## config.mk

```make
export PLATFORM = sky130hd
export DESIGN_NAME = pmu_quota_sched
export DESIGN_NICKNAME = d
export VERILOG_FILES = /design/src/rtl/pmu_quota_sched.sv
export SDC_FILE = /design/constraint.sdc
export NUM_CORES = 1
export LEC_CHECK = 0
export ABC_AREA = 1
export CORE_AREA = 2 2 522 524
export CTS_CLUSTER_DIAMETER = 50
export CTS_CLUSTER_SIZE = 8
export DETAILED_ROUTE_END_ITERATION = 16
export DIE_AREA = 0 0 524 526
export GPL_TIMING_DRIVEN = 0
export RECOVER_POWER = 100
export SLEW_MARGIN = 20
export SYNTH_ARGS = -nofsm -noshare
export SYNTH_HDL_FRONTEND = slang
export SYNTH_SLANG_ARGS = --single-unit
```

## constraint.sdc

```tcl
create_clock -name clk_i -period 9.2 [get_ports clk_i]
set_input_delay 1.84 -clock clk_i [delete_from_list [all_inputs] [get_ports clk_i]]
set_output_delay 1.84 -clock clk_i [all_outputs]
set_load 0.03 [all_outputs]
```

## src/rtl/pmu_quota_sched.sv

```systemverilog
`default_nettype none
// ============================================================================
// Module   : pmu_quota_sched
// Brief    : Round-robin quota checker. One shared accumulator sweeps the
//            cores in turn. For each core it sums the masked event counters
//            and raises a sticky interrupt when the sum exceeds that core's
//            limit.
// Option   : PMU_QUOTA_SKIP_EMPTY_EN - when defined, a core with an all-zero
//            mask is skipped in a single CLR cycle.
// Revision : 1.0 - initial release
// ============================================================================
module pmu_quota_sched #(
  parameter int  REG_WIDTH  = 32,
  parameter int  N_COUNTERS = 9,
  parameter int  N_CORES    = 4,
  localparam int SW         = $clog2(N_COUNTERS) + REG_WIDTH,
  localparam int CW         = ($clog2(N_CORES) > 1) ? $clog2(N_CORES) : 1
) (
  input  logic                                  clk_i,
  input  logic                                  rstn_i,
  input  logic                                  softrst_i,
  input  logic                                  en_i,
  input  logic [N_CORES*N_COUNTERS*REG_WIDTH-1:0] counter_value_i,
  input  logic [N_CORES*N_COUNTERS-1:0]         quota_mask_i,
  input  logic [N_CORES*SW-1:0]                 quota_limit_i,
  input  logic [N_CORES-1:0]                    intr_clr_i,
  output logic [N_CORES-1:0]                    intr_quota_o,
  output logic [CW-1:0]                         cur_core_o,
  output logic                                  sweep_done_o
);

  localparam int IW = ($clog2(N_COUNTERS) > 1) ? $clog2(N_COUNTERS) : 1;

  localparam logic [1:0] S_IDLE = 2'd0;
  localparam logic [1:0] S_CLR  = 2'd1;
  localparam logic [1:0] S_ACC  = 2'd2;
  localparam logic [1:0] S_CMP  = 2'd3;

  localparam logic [CW-1:0] LAST_CORE = CW'(N_CORES - 1);
  localparam logic [IW-1:0] LAST_IDX  = IW'(N_COUNTERS - 1);

  logic [1:0]            state_q, state_d;
  logic [CW-1:0]         core_q, core_d;
  logic [IW-1:0]         idx_q, idx_d;
  logic [SW-1:0]         acc_q, acc_d;
  logic [N_COUNTERS-1:0] mask_q, mask_d;
  logic [N_CORES-1:0]    intr_q, intr_d;

  logic [N_COUNTERS-1:0] live_mask;
  logic [SW-1:0]         live_limit;
  logic [REG_WIDTH-1:0]  live_value;
  logic                  mask_bit;
  logic                  mask_chg;
  logic                  over_limit;
  logic [CW-1:0]         core_inc;
`ifdef PMU_QUOTA_SKIP_EMPTY_EN
  logic                  mask_empty;
`endif

  // Select the operands for the current core and counter index
  always_comb begin
    live_mask  = '0;
    live_limit = '0;
    live_value = '0;
    mask_bit   = 1'b0;
    for (int c = 0; c < N_CORES; c++) begin
      if (core_q == CW'(c)) begin
        live_mask  = quota_mask_i[c*N_COUNTERS +: N_COUNTERS];
        live_limit = quota_limit_i[c*SW +: SW];
        for (int i = 0; i < N_COUNTERS; i++) begin
          if (idx_q == IW'(i)) begin
            live_value = counter_value_i[(c*N_COUNTERS+i)*REG_WIDTH +: REG_WIDTH];
          end
        end
      end
    end
    for (int i = 0; i < N_COUNTERS; i++) begin
      if (idx_q == IW'(i)) begin
        mask_bit = mask_q[i];
      end
    end
  end

  // A mask edit mid-evaluation invalidates the partial sum for this core
  assign mask_chg   = (live_mask != mask_q);
  assign over_limit = (acc_q > live_limit);
  assign core_inc   = (core_q == LAST_CORE) ? '0 : core_q + CW'(1);
`ifdef PMU_QUOTA_SKIP_EMPTY_EN
  assign mask_empty = (live_mask == '0);
`endif

  // State and datapath registers; soft reset mirrors the async reset values
  always_ff @(posedge clk_i or negedge rstn_i) begin
    if (!rstn_i) begin
      state_q <= S_IDLE;
      core_q  <= '0;
      idx_q   <= '0;
      acc_q   <= '0;
      mask_q  <= '0;
      intr_q  <= '0;
    end else if (softrst_i) begin
      state_q <= S_IDLE;
      core_q  <= '0;
      idx_q   <= '0;
      acc_q   <= '0;
      mask_q  <= '0;
      intr_q  <= '0;
    end else begin
      state_q <= state_d;
      core_q  <= core_d;
      idx_q   <= idx_d;
      acc_q   <= acc_d;
      mask_q  <= mask_d;
      intr_q  <= intr_d;
    end
  end

  // Next-state logic: sequencing of state, core and counter index
  always_comb begin
    state_d = state_q;
    core_d  = core_q;
    idx_d   = idx_q;
    case (state_q)
      S_IDLE: begin
        core_d = '0;
        idx_d  = '0;
        if (en_i) begin
          state_d = S_CLR;
        end
      end
      S_CLR: begin
        idx_d   = '0;
        state_d = S_ACC;
`ifdef PMU_QUOTA_SKIP_EMPTY_EN
        if (mask_empty) begin
          if (en_i) begin
            state_d = S_CLR;
            core_d  = core_inc;
          end else begin
            state_d = S_IDLE;
            core_d  = '0;
          end
        end
`endif
      end
      S_ACC: begin
        if (mask_chg) begin
          state_d = S_CLR;
        end else begin
          idx_d = idx_q + IW'(1);
          if (idx_q == LAST_IDX) begin
            state_d = S_CMP;
          end
        end
      end
      S_CMP: begin
        if (mask_chg) begin
          state_d = S_CLR;
        end else if (en_i) begin
          state_d = S_CLR;
          core_d  = core_inc;
        end else begin
          state_d = S_IDLE;
          core_d  = '0;
        end
      end
      default: begin
        state_d = S_IDLE;
      end
    endcase
  end

  // Outputs and datapath: accumulate, compare, sticky interrupt, sweep pulse
  always_comb begin
    acc_d        = acc_q;
    mask_d       = mask_q;
    intr_d       = intr_q & ~intr_clr_i;
    sweep_done_o = 1'b0;
    case (state_q)
      S_CLR: begin
        acc_d  = '0;
        mask_d = live_mask;
`ifdef PMU_QUOTA_SKIP_EMPTY_EN
        if (mask_empty && (core_q == LAST_CORE)) begin
          sweep_done_o = 1'b1;
        end
`endif
      end
      S_ACC: begin
        if (mask_bit) begin
          acc_d = acc_q + SW'(live_value);
        end
      end
      S_CMP: begin
        if (!mask_chg) begin
          // Set is applied after the clear so a coincident clear loses
          for (int c = 0; c < N_CORES; c++) begin
            if (over_limit && (core_q == CW'(c))) begin
              intr_d[c] = 1'b1;
            end
          end
          if (core_q == LAST_CORE) begin
            sweep_done_o = 1'b1;
          end
        end
      end
      default: begin
      end
    endcase
  end

  assign intr_quota_o = intr_q;
  assign cur_core_o   = core_q;

endmodule
`default_nettype wire

```

==> impl_metrics.yaml <==
run_status:
  outcome: "complete, but fails checks"
  violations: "max-capacitance violations, max-slew violations, negative setup slack"
global_routing:
  grt_pass1_vias: 35800
  grt_pass1_wl_um: 383000
  grt_overflow: 0
  grt_max_degree: 40
  grtUsageTotal: 0.218
  antenna_found_initial: 193
clock_network:
  clkTransAtPathRegs_ns: 0.07
  clk-insertion-delay-late_ns: 0.40
  cts.sink_count: 57
  clockBufferDepth: 2
  hold_buffers: 0
  cts_buffers: 9
  cts_tree: "done"
  cts_root_buffer: "clkbuf_16"
  htreeDepth: 3
route:
  drt-pass1-iter-count: 6
  route.detailed.drc: 0
  drt-total-wl_um: 317000
  drtAntennaViolNets: 0
  wl_per_cell_um: 33.0
  vias: 38000
  drt_iter0_drc: 3678
  vias_per_cell: 3.96
timing:
  finalCritPeriodShare: 1.02
  hold_viol: 0
  relSlewSlack: -0.846
  tightest_slew_ns: 2.77
  setup_ws_ns: -0.155
  skew_ns: 0.0207
  rsz0062_at_grt: "true"
  setup_violations: 5
  min_period_ns: 9.36
  fmax_mhz: 107
  slew_violations: 40
job:
  maxCapViolCount: 1
setup_path:
  cp_data_arrival_time_ns: 9.62
  cp_data_required_time_ns: 9.47
  worstSetupPathType: "primary input to flop"
  timing.rr.start: "idx_q[2]"
  ff2ff_path_depth: 70
  cp_slowest_cell: "fa_2"
  r2r_setup_slack_ns: -0.12
  slowest_delay_ns: 0.37
  crit_path_max_fanout: 3
  worst_r2r_endpoint: "acc_q[34]"
  cp_common_cell: "nand3_2"
  critPathLaunchType: "primary input"
  timing.critical_path.to_type: "flop"
yosys:
  seq_area_frac_synth: 0.0670
  yosys.area.top_type: "nand2_1"
  mappedNetlistNets: 5917
  synth_commonest_cells: "1,826 x nand2_1, 685 x nand3_1, 438 x nor2_1, 370 x inv_1, 268 x or2_2"
  yosysWarningCount: 0
  synthArstFlopShare: 1.00
  synth_top_area_share: 0.322
  synth.most_common_cell: "nand2_1"
  synth_cell_types: 47
  postSynthCellCount: 4498
  ys.flop_type: "dfrtp_1"
  synth_edf_count: 0
  synth-seq-cells: 57
  syn_avg_cell_area_sq_um: 4.73
  synth_area_sq_um: 21300
  netlist_top_cells_area: "nand2_1 32%, nand3_1 16%, or2_2 7.9%, nor2_1 7.7%, dfrtp_1 6.7%"
placed_design:
  io_buffers: 1345
  placed_area_sq_um: 39700
  dpl.hpwl_um: 283000
  finalWeightedCongestion: 1.01
finish:
  final_util: 0.163
  multiInputGateArea_sq_um: 20400
  layout.filler_cells: 31600
  area_growth_pct: 107
  fin_area_sq_um: 44100
  regArea_sq_um: 1430
  nNetsFinal: 7357
  layout-drive-gt1-share: 0.177
pwr:
  ir_drop_mv: 0.112
  power_density_nw_per_um2: 58.4
  total_leakage_power_uw: 0.0194
hold_path:
  whs_path_depth: 2
  min_from: "acc_q[27]"
  hold_class: "flop to flop"
  min_to: "acc_q[27]"
die:
  die_height_um: 526
  die_area_sq_um: 276000
  die_w_um: 524
  rows: 191
  io_pins: 1347
  core_area_sq_um: 270000
  start_util: 0.0789
-- worst max-delay path, delay by kind of cell --
kind | cells | cell delay (ns)
buffers and inverters | 6 | 0.34
AO/OA/AOI/OAI | 7 | 0.92
adder cells (fa/ha/maj) | 2 | 0.54
AND/OR/NAND/NOR | 71 | 5.94
-- placed cells by master (no fill, tap or decap), types with 86 or more instances in the layout --
master / netlist / routed
o21ai_0: 169 / 158
inv_1: 370 / 364
clkbuf_1: 176 / 133
nand3_1: 685 / 444
nand2_1: 1826 / 1656
diode_2: 0 / 86
or2_2: 268 / 266
nand2_2: 7 / 112
nor2_1: 438 / 409
nand3_2: 6 / 170
a21oi_1: 170 / 145
clkdlybuf4s50_1: 0 / 1294
-- worst max-delay path by stage --
stage / slack [ns] / start / end / depth (start not counted)
6_report: -0.16 / counter_value_i[32] / acc_q[34] / 86
3_3_place_gp: -4.28 / idx_q[0] / acc_q[35] / 54
4_1_cts: -0.54 / counter_value_i[0] / acc_q[34] / 86
2_1_floorplan: 1.34 / counter_value_i[32] / acc_q[34] / 85
5_1_grt: -0.63 / counter_value_i[32] / acc_q[34] / 86
3_5_place_dp: -3.28 / counter_value_i[98] / acc_q[35] / 70
-- cell families (layout without fill, tap and decap cells) --
group           count (synthesis)  after routing  synth area share
compound gates                395            395            0.0994
xor+xnor                       17             17           0.00700
fa+ha+maj                      79             79            0.0468
buf+inv                       687           2132             0.126
flops                          57             57            0.0670
other cells                     0             86                 0
simple gates                 3263           3263             0.654
-- area by class of cell --
type	count	area share
flip-flops and latches	57	0.0324
clock buffers	9	0.00511
repair buffers	1429	0.326
plain buffers	304	0.0319
diodes	86	0.00488
inverters	383	0.0329
clock inverters	7	0.00233
multi-input cells	3754	0.463
well taps	3570	0.101
-- registers in the layout, summed over array words and instances, names as in the netlist --
name,flops
mask_q,9
acc_q,36
state_q,2
cur_core_o,2
intr_quota_o,4
idx_q,4
-- per-layer routing --
layer  track usage  vias to the layer above  part of all wire
met5             0                        -            0.0019
met4        0.0769                       90             0.041
met3        0.0726                      571              0.10
met2         0.343                     2413              0.44
met1         0.275                    17800              0.42
li1              -                    17100                 -
-- report_power, final --
group	internal (uW)	switching, uW
clock network	240	176
registers	255	5.09
logic	799	1100
-- timing repair --
action,4_1_cts,5_1_grt
buffers inserted,38,29
setup endpoints to repair,33,16
gates resized for setup,458,377
pin swaps,141,248
-- per-stage QoR --
stage               worst slack, ns  std cells  setup TNS (ns)  total power (uW)  hold WS (ns)
floorplan                      1.34       4498               0               706         0.483
global placement              -4.28       9413          -97.56              1950         0.512
detailed placement            -3.28       9430          -59.38              1960         0.517
CTS                          -0.540       9484           -2.54              2490         0.529
global route                 -0.628       9541           -3.65              2680         0.557
finish                       -0.155       9599          -0.466              2570         0.529
No activity file was read; power rests on OpenSTA's default activity.
